--- config.mk ---
export PLATFORM = sky130hd
export DESIGN_NAME = mmio_stepper_ctrl_flat
export DESIGN_NICKNAME = d
export VERILOG_FILES = /design/src/rtl/mmio_stepper_ctrl_if.sv /design/src/rtl/mmio_stepper_ctrl.sv /design/src/flat_wrapper.sv
export SDC_FILE = /design/constraint.sdc
export NUM_CORES = 1
export LEC_CHECK = 0
export BUFFER_PORTS_ARGS = -buffer_cell sky130_fd_sc_hd__buf_2
export CAP_MARGIN = 25
export CORE_ASPECT_RATIO = 0.7
export CORE_MARGIN = 3
export CORE_UTILIZATION = 30
export DETAILED_ROUTE_END_ITERATION = 10
export HOLD_SLACK_MARGIN = 0.1
export SLEW_MARGIN = 20
export SYNTH_ARGS = -nofsm -noshare
export SYNTH_HDL_FRONTEND = slang
export SYNTH_SLANG_ARGS = --single-unit
--- constraint.sdc ---
create_clock -name clock -period 2.8 [get_ports clock]
set_clock_uncertainty 0.15 [all_clocks]
set_input_delay 0.28 -clock clock [delete_from_list [all_inputs] [get_ports clock]]
set_output_delay 0.28 -clock clock [all_outputs]
set_load 0.005 [all_outputs]
--- src/rtl/mmio_stepper_ctrl_if.sv ---
// Data-memory bus bundle between the processor and the stepper responder.
// Latency: none (wires only); the responder registers dataOut/hit one cycle after addr.
// Backpressure: none; the bus is a fixed-timing strobe bus with no stall path.
//
// Signals:
//   wEn      write strobe from the processor
//   addr     word address (address_dmem[11:0])
//   dataIn   write data
//   dataOut  registered read data from the responder
//   hit      registered "this block owns the previous address"
interface mmio_stepper_ctrl_if;
    logic        wEn;
    logic [11:0] addr;
    logic [31:0] dataIn;
    logic [31:0] dataOut;
    logic        hit;

    modport master (output wEn, addr, dataIn, input dataOut, hit);
    modport slave  (input wEn, addr, dataIn, output dataOut, hit);
endinterface

--- src/rtl/mmio_stepper_ctrl.sv ---
// Memory-mapped stepper-motor controller: CMD store starts an N-step move, STATUS load polls it.
// Latency: reads return one cycle after addr; step_out rises one cycle after dir_out updates.
// Backpressure: none; a CMD arriving while a move runs is dropped and flagged in overrun.
//
// Ports:
//   clock, reset  system clock, synchronous active-high reset
//   bus           slave side of the data-memory bus (wEn/addr/dataIn in, dataOut/hit out)
//   step_out      step pulse train, HALF_PERIOD cycles high then HALF_PERIOD low per step
//   dir_out       direction to the driver, 1 = forward
//   busy          high while a move is in progress
module mmio_stepper_ctrl #(
    parameter logic [11:0] BASE_ADDR   = 12'hF00,
    parameter int          HALF_PERIOD = 50000,
    parameter int          CNT_W       = 17
) (
    input  logic                 clock,
    input  logic                 reset,
    mmio_stepper_ctrl_if.slave   bus,
    output logic                 step_out,
    output logic                 dir_out,
    output logic                 busy
);

    localparam logic [11:0]      ADDR_CMD    = BASE_ADDR;
    localparam logic [11:0]      ADDR_STATUS = BASE_ADDR + 12'd1;
    localparam logic [11:0]      ADDR_ABORT  = BASE_ADDR + 12'd2;
    localparam logic [CNT_W-1:0] CNT_LAST    = CNT_W'(HALF_PERIOD - 1);

    typedef enum logic [1:0] {
        IDLE = 2'd0,
        HIGH = 2'd1,
        LOW  = 2'd2
    } state_t;

    state_t           state;
    logic [CNT_W-1:0] cnt;
    logic [15:0]      remaining;
    logic             overrun;

    logic        cmd_wr;
    logic        abort_wr;
    logic        cmd_dir;
    logic [15:0] cmd_steps;

    assign cmd_wr    = bus.wEn && (bus.addr == ADDR_CMD);
    assign abort_wr  = bus.wEn && (bus.addr == ADDR_ABORT);
    assign cmd_dir   = bus.dataIn[31];
    assign cmd_steps = bus.dataIn[15:0];

    always_ff @(posedge clock) begin
        if (reset) begin
            state       <= IDLE;
            cnt         <= '0;
            remaining   <= '0;
            overrun     <= 1'b0;
            step_out    <= 1'b0;
            dir_out     <= 1'b0;
            busy        <= 1'b0;
            bus.dataOut <= '0;
            bus.hit     <= 1'b0;
        end else begin
            // Read path samples state before any write in this cycle takes effect.
            bus.hit <= (bus.addr == ADDR_CMD) || (bus.addr == ADDR_STATUS) ||
                       (bus.addr == ADDR_ABORT);
            if (bus.addr == ADDR_STATUS) begin
                bus.dataOut <= {busy, overrun, 14'b0, remaining};
            end else if (bus.addr == ADDR_CMD) begin
                bus.dataOut <= {dir_out, 15'b0, remaining};
            end else begin
                bus.dataOut <= '0;
            end

            if (abort_wr) begin
                // Abort wins over any phase progress; direction is deliberately kept.
                state     <= IDLE;
                cnt       <= '0;
                remaining <= '0;
                step_out  <= 1'b0;
                busy      <= 1'b0;
            end else begin
                case (state)
                    IDLE: begin
                        step_out <= 1'b0;
                        if (cmd_wr && (cmd_steps != 16'd0)) begin
                            dir_out   <= cmd_dir;
                            remaining <= cmd_steps;
                            busy      <= 1'b1;
                            overrun   <= 1'b0;
                            cnt       <= '0;
                            state     <= HIGH;
                        end
                    end
                    HIGH: begin
                        // step_out follows the state one cycle late, which gives the
                        // driver a full cycle of dir setup before the first rising edge.
                        step_out <= 1'b1;
                        if (cmd_wr) begin
                            overrun <= 1'b1;
                        end
                        if (cnt == CNT_LAST) begin
                            cnt   <= '0;
                            state <= LOW;
                        end else begin
                            cnt <= cnt + 1'b1;
                        end
                    end
                    LOW: begin
                        step_out <= 1'b0;
                        if (cmd_wr) begin
                            overrun <= 1'b1;
                        end
                        if (cnt == CNT_LAST) begin
                            cnt       <= '0;
                            remaining <= remaining - 16'd1;
                            if (remaining == 16'd1) begin
                                busy  <= 1'b0;
                                state <= IDLE;
                            end else begin
                                state <= HIGH;
                            end
                        end else begin
                            cnt <= cnt + 1'b1;
                        end
                    end
                    default: begin
                        state <= IDLE;
                    end
                endcase
            end
        end
    end

endmodule
--- src/flat_wrapper.sv ---
// flat-port wrapper written by rule: the top's interface ports become plain ports
module mmio_stepper_ctrl_flat 
#(
    parameter logic [11:0] BASE_ADDR   = 12'hF00,
    parameter int          HALF_PERIOD = 50000,
    parameter int          CNT_W       = 17
)
  (clock, reset, step_out, dir_out, busy, bus_wEn, bus_addr, bus_dataIn, bus_dataOut, bus_hit);
  mmio_stepper_ctrl_if bus_i ();
  input  logic clock;
  input  logic reset;
  output logic step_out;
  output logic dir_out;
  output logic busy;
  input wire logic [$bits(bus_i.wEn)-1:0] bus_wEn;
  input wire logic [$bits(bus_i.addr)-1:0] bus_addr;
  input wire logic [$bits(bus_i.dataIn)-1:0] bus_dataIn;
  output wire logic [$bits(bus_i.dataOut)-1:0] bus_dataOut;
  output wire logic [$bits(bus_i.hit)-1:0] bus_hit;
  assign bus_i.wEn = bus_wEn;
  assign bus_i.addr = bus_addr;
  assign bus_i.dataIn = bus_dataIn;
  assign bus_dataOut = bus_i.dataOut;
  assign bus_hit = bus_i.hit;
  mmio_stepper_ctrl #(.BASE_ADDR(BASE_ADDR), .HALF_PERIOD(HALF_PERIOD), .CNT_W(CNT_W)) u_core (.clock(clock), .reset(reset), .bus(bus_i), .step_out(step_out), .dir_out(dir_out), .busy(busy));
endmodule
==> summary.md, run 1 <==
| Metric | Value |
|---|---|
| GRT overflow | 0 |
| Area post-placement | 0.003475 mm2 |
| Die area | 0.01163 mm2 |
| Critical path data arrival time | 2.63 ns |
| Vias/cell | 5.466 |
| CP delay by family, top | compound AO/OA/AOI/OAI gates |
| Slowest-stage cell, CP | or4_4 |
| Final slew viol count | 0 |
| Outcome | finished, final reports clean |
| Fin cells | 547 |
| Die Width | between 100 and 150 um |
| WP data required | 2.84 ns |
| DRC viols | 0 |
| Cell count after synthesis | 359 |
| Max Freq | 387.2 MHz |
| Synth-to-Final Area Change | 23.08% |
| Async S/R FF share, synth | 0% |
| # fillers | 967 |
| P_leak | 1.481 nW |
| Startpoint type of the worst setup path | flop |
| Yosys warns | 0 |
| Final setup margin | 0.2176 ns |
| EDFF count, synth | 0 |
| Drt first pass iters | 4 |
| Kind of critical path | reg2reg |
| Placed cell count | 529 |
| Vias in the first global route | 2716 |
| Min-Delay Path Class | in2reg |
| Fin crit period | 2.582 ns |
| DR iter-0 viols | 217 |
| Port Buffers | 53 |
| Root buf cell | clkbuf_16 |
| Sw power | 615.4 uW |
| Final Routed Wirelength | 8.475 mm |
| Final Cell Area | 0.003824 mm2 |
| Rows | 30 |
| Share of layout cells above drive strength 1 | between 20 and 25% |
| Least-Margin Pin Slew | 0.9857 ns |
| Final period utilization | ~90% |
| Total power per unit cell area | 619.8 mW/mm2 |
| CTS HTree Levels | 3 |
| Setup-failing EPs final | 0 |
| Gate power share | between 10% and 20% |
| Mapped cell area | between 0.003 and 0.004 mm2 |
| Final Util | approximately two fifths |
| WL/cell | 15.49 um |
| First-pass GRT wire length | 13.87 mm |
| Setup_tns | 0 ns |
| Reg power frac | a little over a third |
| Switching Share | 25.97% |
| Post-CTS Setup Bufs | 0 |
| Critical Path Fanout Max | 17 |
| Clock Latency Late Sink | between 0.3 and 0.4 ns |
| Total internal power | 1.754 mW |
| Core area | 0.009872 mm2 |
| Crit path capture type | flop |
| Post-synthesis sequential area ratio | a little under two fifths |
| Ys flop type | dfxtp_1 |
| Library cells used by synthesis | 60 |
| CTS tree | done |
| Most frequent cells in the layout | dfxtp_1, buf_2, a21oi_1, nor2_1, o31ai_1 |
| Number of nets in the layout | ~470 |
| Reg clk slew, reported paths | 0.05 ns |
| RSZ-0062 raised after global routing | false |
| Most common cell after layout, fill and taps aside | dfxtp_1 |
| Ranking of synthesized cells by area | dfxtp_1, a21oi_1, o31ai_1, buf_4, ha_1 |
| Hold Fails Final Rpt | 0 |
| Average size of a mapped cell | between 8 and 9 um2 |
| CP cell instances | or4_4, nor3_4, a32oi_2, a2111oi_0, a211oi_1 |
| Total number of vias | 2990 |
| Die Y | 91.14 um |
| Place WS | approximately 0.27 ns |
| Synth area leader | dfxtp_1 |
| Bufs and invs on worst path | 0 |
| CTS Sinks | 58 |
| Seq cells post-synth | 58 |
| Maxcap violations | 0 |
| ANT cells | 0 |
| Share of total power in the clock network | about half |
| Initial Util | 31.47% |
| Antenna violations before repair | 0 |
| I/O pins | 83 |
| GPL Wtd Cong | 0.8253 |
| Gr usage total | 14.62% |
| Clk buf depth | 2 |
| CTS buffer count | 9 |
| Post-DP HPWL | 6.022 mm |
| Final ANT Viol Nets | 0 |
| Yosys top cell area share | a little under two fifths |
| Worst slew margin | 34.29% |
| Crit-path max cell delay | 0.55 ns |
| Pin count of the biggest net entering global routing | 33 |
| Peak VDD IR | ~0.3 mV |
[final cells by class]
class / instances / area (um2) / share of cell area, %
clock buffer: 10 / 239.0 / 6.250
clock inverter: 6 / 90.09 / 2.356
inverter: 12 / 45.04 / 1.178
multi-input combinational: 266 / 1740 / 45.52
sequential: 58 / 1161 / 30.37
tap: 128 / 160.2 / 4.188
timing repair buffer: 67 / 387.9 / 10.14
[per-stage QoR]
stage | hold WS (ns) | total power, mW
finish | 0.1182 | 2.370
global route | 0.1215 | 2.458
CTS | 0.1039 | 2.382
detailed placement | 0.3214 | 1.177
global placement | 0.3192 | 1.171
floorplan | 0.2338 | 1.084
[registers in the layout, summed over array words and instances, names as in the netlist]
register,flops
u_core.dir_out,1
u_core.step_out,1
u_core.state,2
u_core.cnt,17
u_core.overrun,1
u_core.bus.dataOut,18
u_core.bus.hit,1
u_core.remaining,16
u_core.busy,1
[cells by family (layout without fill, tap and decap cells)]
kind of cell               Yosys count  after routing  share of synthesized area (%)
AOI/OAI and AO/OA                  104            104                          23.20
and+or+nand+nor                    134            134                          25.82
adders and majority gates            8              8                          3.222
DFF                                 58             58                          37.37
buffers and inverters               48             95                          8.377
other                                1             14                         0.1207
xor gates and xnor gates             1              1                         0.2820
muxes                                5              5                          1.611
[power by group through the flow]
| stage | combinational (mW) | sequential (mW) | clock [mW] |
|---|---|---|---|
| global placement | 0.290 | 0.881 | 0 |
| global route | 0.334 | 0.868 | 1.26 |
| detailed placement | 0.294 | 0.882 | 0 |
| floorplan | 0.208 | 0.876 | 0 |
| CTS | 0.299 | 0.864 | 1.22 |
| finish | 0.308 | 0.865 | 1.20 |
[metal layers]
metal  wire length [um]  vias up  global-route usage (%)
met3                733        8                   4.174
met2               3378      119                   20.10
li1                   -     1456                       -
met4                 66        0                   5.300
met1               4297     1407                   21.44
met5                  0        -                       0
[synth_stat cells, drive strengths merged (2+ instances only)]
cell and number:
a22oi 2, or4 8, inv 12, o21ai 11
nand2 8, o32ai 2, a21oi 39, clkbuf 12
and4 3, or2 2, nor4 13, o311ai 11
o31ai 20, and3 12, nor3 10, nand3 10
dfxtp 58, a211oi 3, a31oi 3, o211ai 2
ha 8, nor3b 2, mux2i 5, nor2b 3
or3 12, buf 24, nor2 25, and2 11
nand4 9, a32oi 2
[final timing paths]
path / start / endpoint / slack, ns / depth (start not counted)
hold reg to reg: u_core.remaining[8] / u_core.bus.dataOut[8] / 0.34 / 1
setup / recovery: u_core.cnt[4] / u_core.remaining[1] / 0.22 / 5
setup reg to reg: u_core.cnt[4] / u_core.remaining[1] / 0.22 / 5
hold / removal: bus_addr[1] / u_core.bus.dataOut[4] / 0.12 / 2
[timing repair]
action                                 in CTS  in global routing
setup endpoints to repair                   0                  0
endpoints found under the hold margin       2                  0
hold buffers                                2                  0
resized for setup                           0                  0
Note: power is estimated with default switching activity, not from simulation.
==> run 2, diff against run 1 <==
--- a/config.mk
+++ b/config.mk
@@ -9,9 +9,10 @@
 export CAP_MARGIN = 25
 export CORE_ASPECT_RATIO = 0.7
 export CORE_MARGIN = 3
-export CORE_UTILIZATION = 30
+export CORE_UTILIZATION = 53
 export DETAILED_ROUTE_END_ITERATION = 10
 export HOLD_SLACK_MARGIN = 0.1
+export PLACE_DENSITY_LB_ADDON = 0.1
 export SLEW_MARGIN = 20
 export SYNTH_ARGS = -nofsm -noshare
 export SYNTH_HDL_FRONTEND = slang
==> run 2 against run 1 <==
- fmax increased by 2.6%
- wire length down 5.0%
- worst hold slack gained 0.0039 ns
- sequential power hardly changed
- setup slack gained 0.067 ns
- register-to-register slack gained 0.08 ns
- cell area shrank 5.5%
- utilization grew 28 points
==> summary.md, run 2 (synthesis gave the netlist of run 1 again) <==
| Metric | Value |
|---|---|
| CTS tree | done |
| Kind of critical path | in2reg |
| Critical Path Fanout Max | 32 (+15) |
| Critical path data arrival time | 2.63 ns (about the same) |
| Final ANT Viol Nets | 0 (unchanged) |
| Max FFs per register | 18 (unchanged) |
| Clk buf depth | 2 (unchanged) |
| Rows | 22 (-27%) |
| Outcome | finished, final reports clean |
| Placed cell count | 473 (-11%) |
| Final Routed Wirelength | 8.055 mm (-5.0%) |
| Total power per unit cell area | 534.9 mW/mm2 (-14%) |
| Final Util | 66.30% (+28 points) |
| Fin crit period | 2.516 ns (-0.06662 ns) |
| Startpoint type of the worst setup path | input port |
| WL/cell | 16.44 um (+6.1%) |
| Initial Util | 57.00% (+26 points) |
| GPL Wtd Cong | 0.9156 (+11%) |
| Hold Fails Final Rpt | 0 (unchanged) |
| Most frequent cells in the layout | dfxtp_1, buf_2, a21oi_1, nor2_1, o31ai_1 |
| Sw power | 542.3 uW (-12%) |
| Fin cells | 490 (-10%) |
| WP data required | 2.92 ns (+0.08 ns) |
| Total Power | 1.933 mW (-18%) |
| ANT cells | 0 (unchanged) |
| Final slew viol count | 0 (unchanged) |
| # fillers | 456 (-53%) |
| CTS buffer count | 9 (unchanged) |
| Die Y | 70.06 um (-23%) |
| Most common cell after layout, fill and taps aside | dfxtp_1 |
| RSZ-0062 raised after global routing | false |
| Peak VDD IR | 0.2965 mV (+0.28%) |
| Worst slew margin | 35.89% (+1.6 points) |
| Switching Share | 28.06% (+2.1 points) |
| Min-Delay Path Class | in2reg |
| Clock Latency Late Sink | 0.34 ns (+0.02 ns) |
| Biggest regs | u_core.bus.dataOut (18), u_core.cnt (17), u_core.remaining (16) |
| First-pass GRT wire length | 13.04 mm (-6.0%) |
| P_leak | 1.422 nW (-4.0%) |
| Setup-failing EPs final | 0 (unchanged) |
| Die Width | 97.51 um (-24%) |
| I/O pins | 83 (unchanged) |
| Reg power frac | 44.8% (+8.3 points) |
| Maxcap violations | 0 (unchanged) |
| Die area | 0.006831 mm2 (-41%) |
| Root buf cell | clkbuf_8 |
| CTS HTree Levels | 3 (unchanged) |
| Drt first pass iters | 5 (+1) |
| GRT overflow | 0 (unchanged) |
| Vias in the first global route | 2607 (-4.0%) |
| Largest Register | u_core.bus.dataOut |
| CTS Sinks | 58 (unchanged) |
| DR iter-0 viols | 280 (+29%) |
| DRC viols | 0 (unchanged) |
| Port Buffers | 53 (unchanged) |
| Post-CTS sizing | 0 (unchanged) |
| Antenna violations before repair | 0 (unchanged) |
| Final period utilization | 89.85% (-2.4 points) |
| Least-Margin Pin Slew | 0.9617 ns (-0.02400 ns) |
| Pin count of the biggest net entering global routing | 33 (unchanged) |
| Vias/cell | 6.153 (+13%) |
| Gate power share | 15.4% (+2.4 points) |
| Synth-to-Final Area Change | 16.31% |
| Reg clk slew, reported paths | 0.06 ns (about the same) |
| Crit path capture type | flop |
| Total number of vias | 3015 (+0.84%) |
| Share of layout cells above drive strength 1 | 21.77% (-0.43 points) |
| Gr usage total | 23.57% (+8.9 points) |
| Post-DP HPWL | 5.682 mm (-5.7%) |
| WHS | 0.1221 ns (+0.003927 ns) |
| Number of nets in the layout | 470 (+0.21%) |
| Setup_tns | 0 ns (unchanged) |
| Total internal power | 1.391 mW (-21%) |
| Max Freq | 397.5 MHz (+2.6%) |
| Core area | 0.005450 mm2 (-45%) |
| Share of total power in the clock network | 39.8% (-11 points) |
## run 2: changes by cell type in the layout (fill, tap and decap cells not counted), sizes merged
cell         before  now
dlygate4sd3       2    3
clkbuf           10   11
clkinvlp          1    0
bufinv            2    1
clkinv            3    2
## run 2: layer usage
metal	up-vias	part of all wire, %	track usage, %
met4	0	1.2	5.991
met1	1377	48	34.33
met5	-	0	0
met2	170	39	32.19
met3	12	12	9.182
li1	1456	-	-
## run 2: final timing paths
check	start	slack [ns]	to	depth (start not counted)
max	bus_addr[1]	0.28	u_core.cnt[16]	8
min	reset	0.12	u_core.dir_out	2
max reg2reg	u_core.state[0]	0.30	u_core.remaining[1]	6
min reg2reg	u_core.remaining[8]	0.34	u_core.bus.dataOut[8]	1
## run 2: cell type report
class,count,area (um2),area share [%]
Timing Repair Buffer,68,385.4,10.66
Clock buffer,11,151.4,4.190
Multi-Input combinational cell,266,1740,48.16
Inverter,12,45.04,1.247
Clock inverter,3,40.04,1.108
Tap cell,72,90.09,2.493
Sequential cell,58,1161,32.13
## run 2: power groups by stage
stage	registers (mW)	logic, mW	clock network (mW)
floorplan	0.876	0.208	0
global placement	0.882	0.276	0
detailed placement	0.883	0.282	0
CTS	0.864	0.287	0.785
global route	0.867	0.321	0.824
finish	0.865	0.298	0.770
## run 2: what timing repair did
| item | 4_1_cts | 5_1_grt |
|---|---|---|
| endpoints found under the hold margin | 9 | 0 |
| setup buffers | 0 | 0 |
| hold buffers | 3 | 0 |
## run 2: critical path, stage by stage
cell and delay [ns]:
dlygate4sd3_1 0.53, buf_2 0.18, nor3b_1 0.28, and4_1 0.35, a31oi_2 0.11, buf_4 0.25, or4_1 0.48, a21oi_1 0.17
## run 2: per-stage QoR
| stage | setup slack, ns | instance area [um2] |
|---|---|---|
| after floorplan | 0.6771 | 3156 |
| after global placement | 0.4120 | 3392 |
| after detailed placement | 0.3783 | 3392 |
| after CTS | 0.3136 | 3613 |
| after global routing | 0.1243 | 3613 |
| final | 0.2843 | 3613 |
==> run 3, diff against run 2 <==
--- a/config.mk
+++ b/config.mk
@@ -13,6 +13,7 @@
 export DETAILED_ROUTE_END_ITERATION = 10
 export HOLD_SLACK_MARGIN = 0.1
 export PLACE_DENSITY_LB_ADDON = 0.1
+export RECOVER_POWER = 100
 export SLEW_MARGIN = 20
 export SYNTH_ARGS = -nofsm -noshare
 export SYNTH_HDL_FRONTEND = slang
==> run 3 against run 2 <==
- utilization down 0.62 points
- cell area down 0.94%
- critical path depth unchanged
- clock-buffer cell count unchanged
- largest power group unchanged
- wire length up 0.31%
- die area unchanged
- first-iteration DRC count down 8.9%
- sequential cell count unchanged
- setup slack worse by 0.079 ns
- sequential power about the same
==> summary.md, run 3 (synthesis gave the netlist of run 1 again) <==
| Metric | Value |
|---|---|
| Rows | 22 (unchanged) |
| Pin count of the biggest net entering global routing | 33 (unchanged) |
| Critical Path Fanout Max | 32 (unchanged) |
| P_leak | 1.368 nW (-3.8%) |
| Maxcap violations | 0 (unchanged) |
| DR iter-0 viols | 255 (-8.9%) |
| Core area | 0.005450 mm2 (unchanged) |
| Clock Latency Late Sink | 0.34 ns (about the same) |
| Share of total power in the clock network | 39.9% (about the same) |
| Reg power frac | 44.8% (about the same) |
| Largest Register | u_core.bus.dataOut |
| Kind of critical path | in2reg |
| Number of nets in the layout | 470 (unchanged) |
| Crit-path max cell delay | 0.53 ns (about the same) |
| Final ANT Viol Nets | 0 (unchanged) |
| GRT overflow | 0 (unchanged) |
| Post-DP HPWL | 5.682 mm (unchanged) |
| # fillers | 466 (+2.2%) |
| Drt first pass iters | 6 (+1) |
| Bufs and invs on worst path | 3 (unchanged) |
| DRC viols | 0 (unchanged) |
| Final slew viol count | 0 (unchanged) |
| Setup-failing EPs final | 0 (unchanged) |
| Port Buffers | 53 (unchanged) |
| CTS buffer count | 9 (unchanged) |
| CTS tree | done |
| Gate power share | 15.2% (-0.2 points) |
| Final Routed Wirelength | 8.080 mm (+0.31%) |
| Max FFs per register | 18 (unchanged) |
| Hold Fails Final Rpt | 0 (unchanged) |
| Outcome | finished, final reports clean |
| Most common cell after layout, fill and taps aside | dfxtp_1 |
| Min-Delay Path Class | in2reg |
| Setup_tns | 0 ns (unchanged) |
| Antenna violations before repair | 0 (unchanged) |
| I/O pins | 83 (unchanged) |
| WHS | 0.1247 ns (+0.002567 ns) |
| Vias/cell | 6.208 (+0.90%) |
| Fin cells | 490 (unchanged) |
| Share of layout cells above drive strength 1 | 18.90% (-2.9 points) |
| Most frequent cells in the layout | dfxtp_1, buf_2, a21oi_1, nor2_1, o31ai_1 |
| CP delay by family, top | simple AND/OR/NAND/NOR gates |
| Total Power | 1.931 mW (about the same) |
| Biggest regs | u_core.bus.dataOut (18), u_core.cnt (17), u_core.remaining (16) |
| Reg clk slew, reported paths | 0.06 ns (about the same) |
| Root buf cell | clkbuf_8 |
| Critical path data arrival time | 2.71 ns (+0.08 ns) |
| Post-CTS sizing | 0 (unchanged) |
| Switching Share | 28.08% (about the same) |
| Sw power | 542.3 uW (about the same) |
| GPL Wtd Cong | 0.9156 (unchanged) |
| Fin crit period | 2.595 ns (+0.07909 ns) |
| WL/cell | 16.49 um (+0.31%) |
| Die area | 0.006831 mm2 (unchanged) |
| Vias in the first global route | 2607 (unchanged) |
| Initial Util | 57.00% (unchanged) |
| R2r setup slk | 0.30 ns (about the same) |
| First-pass GRT wire length | 13.04 mm (unchanged) |
| Total internal power | 1.389 mW (-0.13%) |
| Total number of vias | 3042 (+0.90%) |
| Synth-to-Final Area Change | 15.22% |
| WP data required | 2.92 ns (about the same) |
| Slowest-stage cell, CP | dlygate4sd3_1 |
| Max Freq | 385.4 MHz (-3.0%) |
| Clk buf depth | 2 (unchanged) |
| Post-CTS Setup Bufs | 0 (unchanged) |
| CP cell instances | dlygate4sd3_1, clkbuf_1, nor3b_1, and4_1, a31oi_2, buf_4, or4_1, a21oi_1 |
| RSZ-0062 raised after global routing | false |
| Final period utilization | 92.67% (+2.8 points) |
| CTS Sinks | 58 (unchanged) |
| Die Width | 97.51 um (unchanged) |
| Gr usage total | 23.57% (unchanged) |
| Placed cell count | 473 (unchanged) |
| CTS HTree Levels | 3 (unchanged) |
| Startpoint type of the worst setup path | input port |
| Least-Margin Pin Slew | 0.9299 ns (-0.03180 ns) |
| Die Y | 70.06 um (unchanged) |
| Total power per unit cell area | 539.5 mW/mm2 (+0.85%) |
| Peak VDD IR | 0.2997 mV (+1.1%) |
| Crit path capture type | flop |
| Final Util | 65.68% (-0.62 points) |
| ANT cells | 0 (unchanged) |
| Worst slew margin | 38.01% (+2.1 points) |
| CTS Hold Bufs | 3 (unchanged) |
[run 3: cell count changes in the layout (fill, tap and decap cells not counted), sizes merged]
cell    before  now
clkbuf      11   22
buf         65   54
[run 3: path summary, 6_finish.rpt]
check	start	end	depth (start not counted)
worst min-delay path	reset	u_core.dir_out	2
worst max-delay path	bus_addr[1]	u_core.cnt[16]	8
worst min register to register	u_core.remaining[14]	u_core.bus.dataOut[14]	1
worst max register to register	u_core.state[0]	u_core.remaining[1]	6
[run 3: power groups by stage]
stage          clock [mW]  sequential [mW]  combinational [mW]
6_report            0.771            0.866               0.294
5_1_grt             0.824            0.867               0.317
4_1_cts             0.785            0.864               0.287
3_5_place_dp            0            0.883               0.282
3_3_place_gp            0            0.882               0.276
2_1_floorplan           0            0.876               0.208
[run 3: cell type report]
cell class / instances / area [um2] / area share [%]
clock buffers: 11 / 151.4 / 4.229
clock inverters: 3 / 40.04 / 1.118
well taps: 72 / 90.09 / 2.517
inverters: 12 / 45.04 / 1.258
multi-input cells: 266 / 1725 / 48.20
flip-flops and latches: 58 / 1161 / 32.44
repair buffers: 68 / 366.6 / 10.24
[run 3: through the flow]
stage	instance area, um2	worst slack, ns
detailed placement	3392	0.3783
floorplan	3156	0.6771
finish	3580	0.2052
global route	3580	0.06891
CTS	3613	0.3136
global placement	3392	0.4120
[run 3: per-layer routing]
layer	share of wire [%]	track usage [%]	vias up
li1	-	-	1460
met1	48	34.33	1398
met2	39	32.19	173
met3	11	9.182	11
met4	1.1	5.991	0
met5	0	0	-
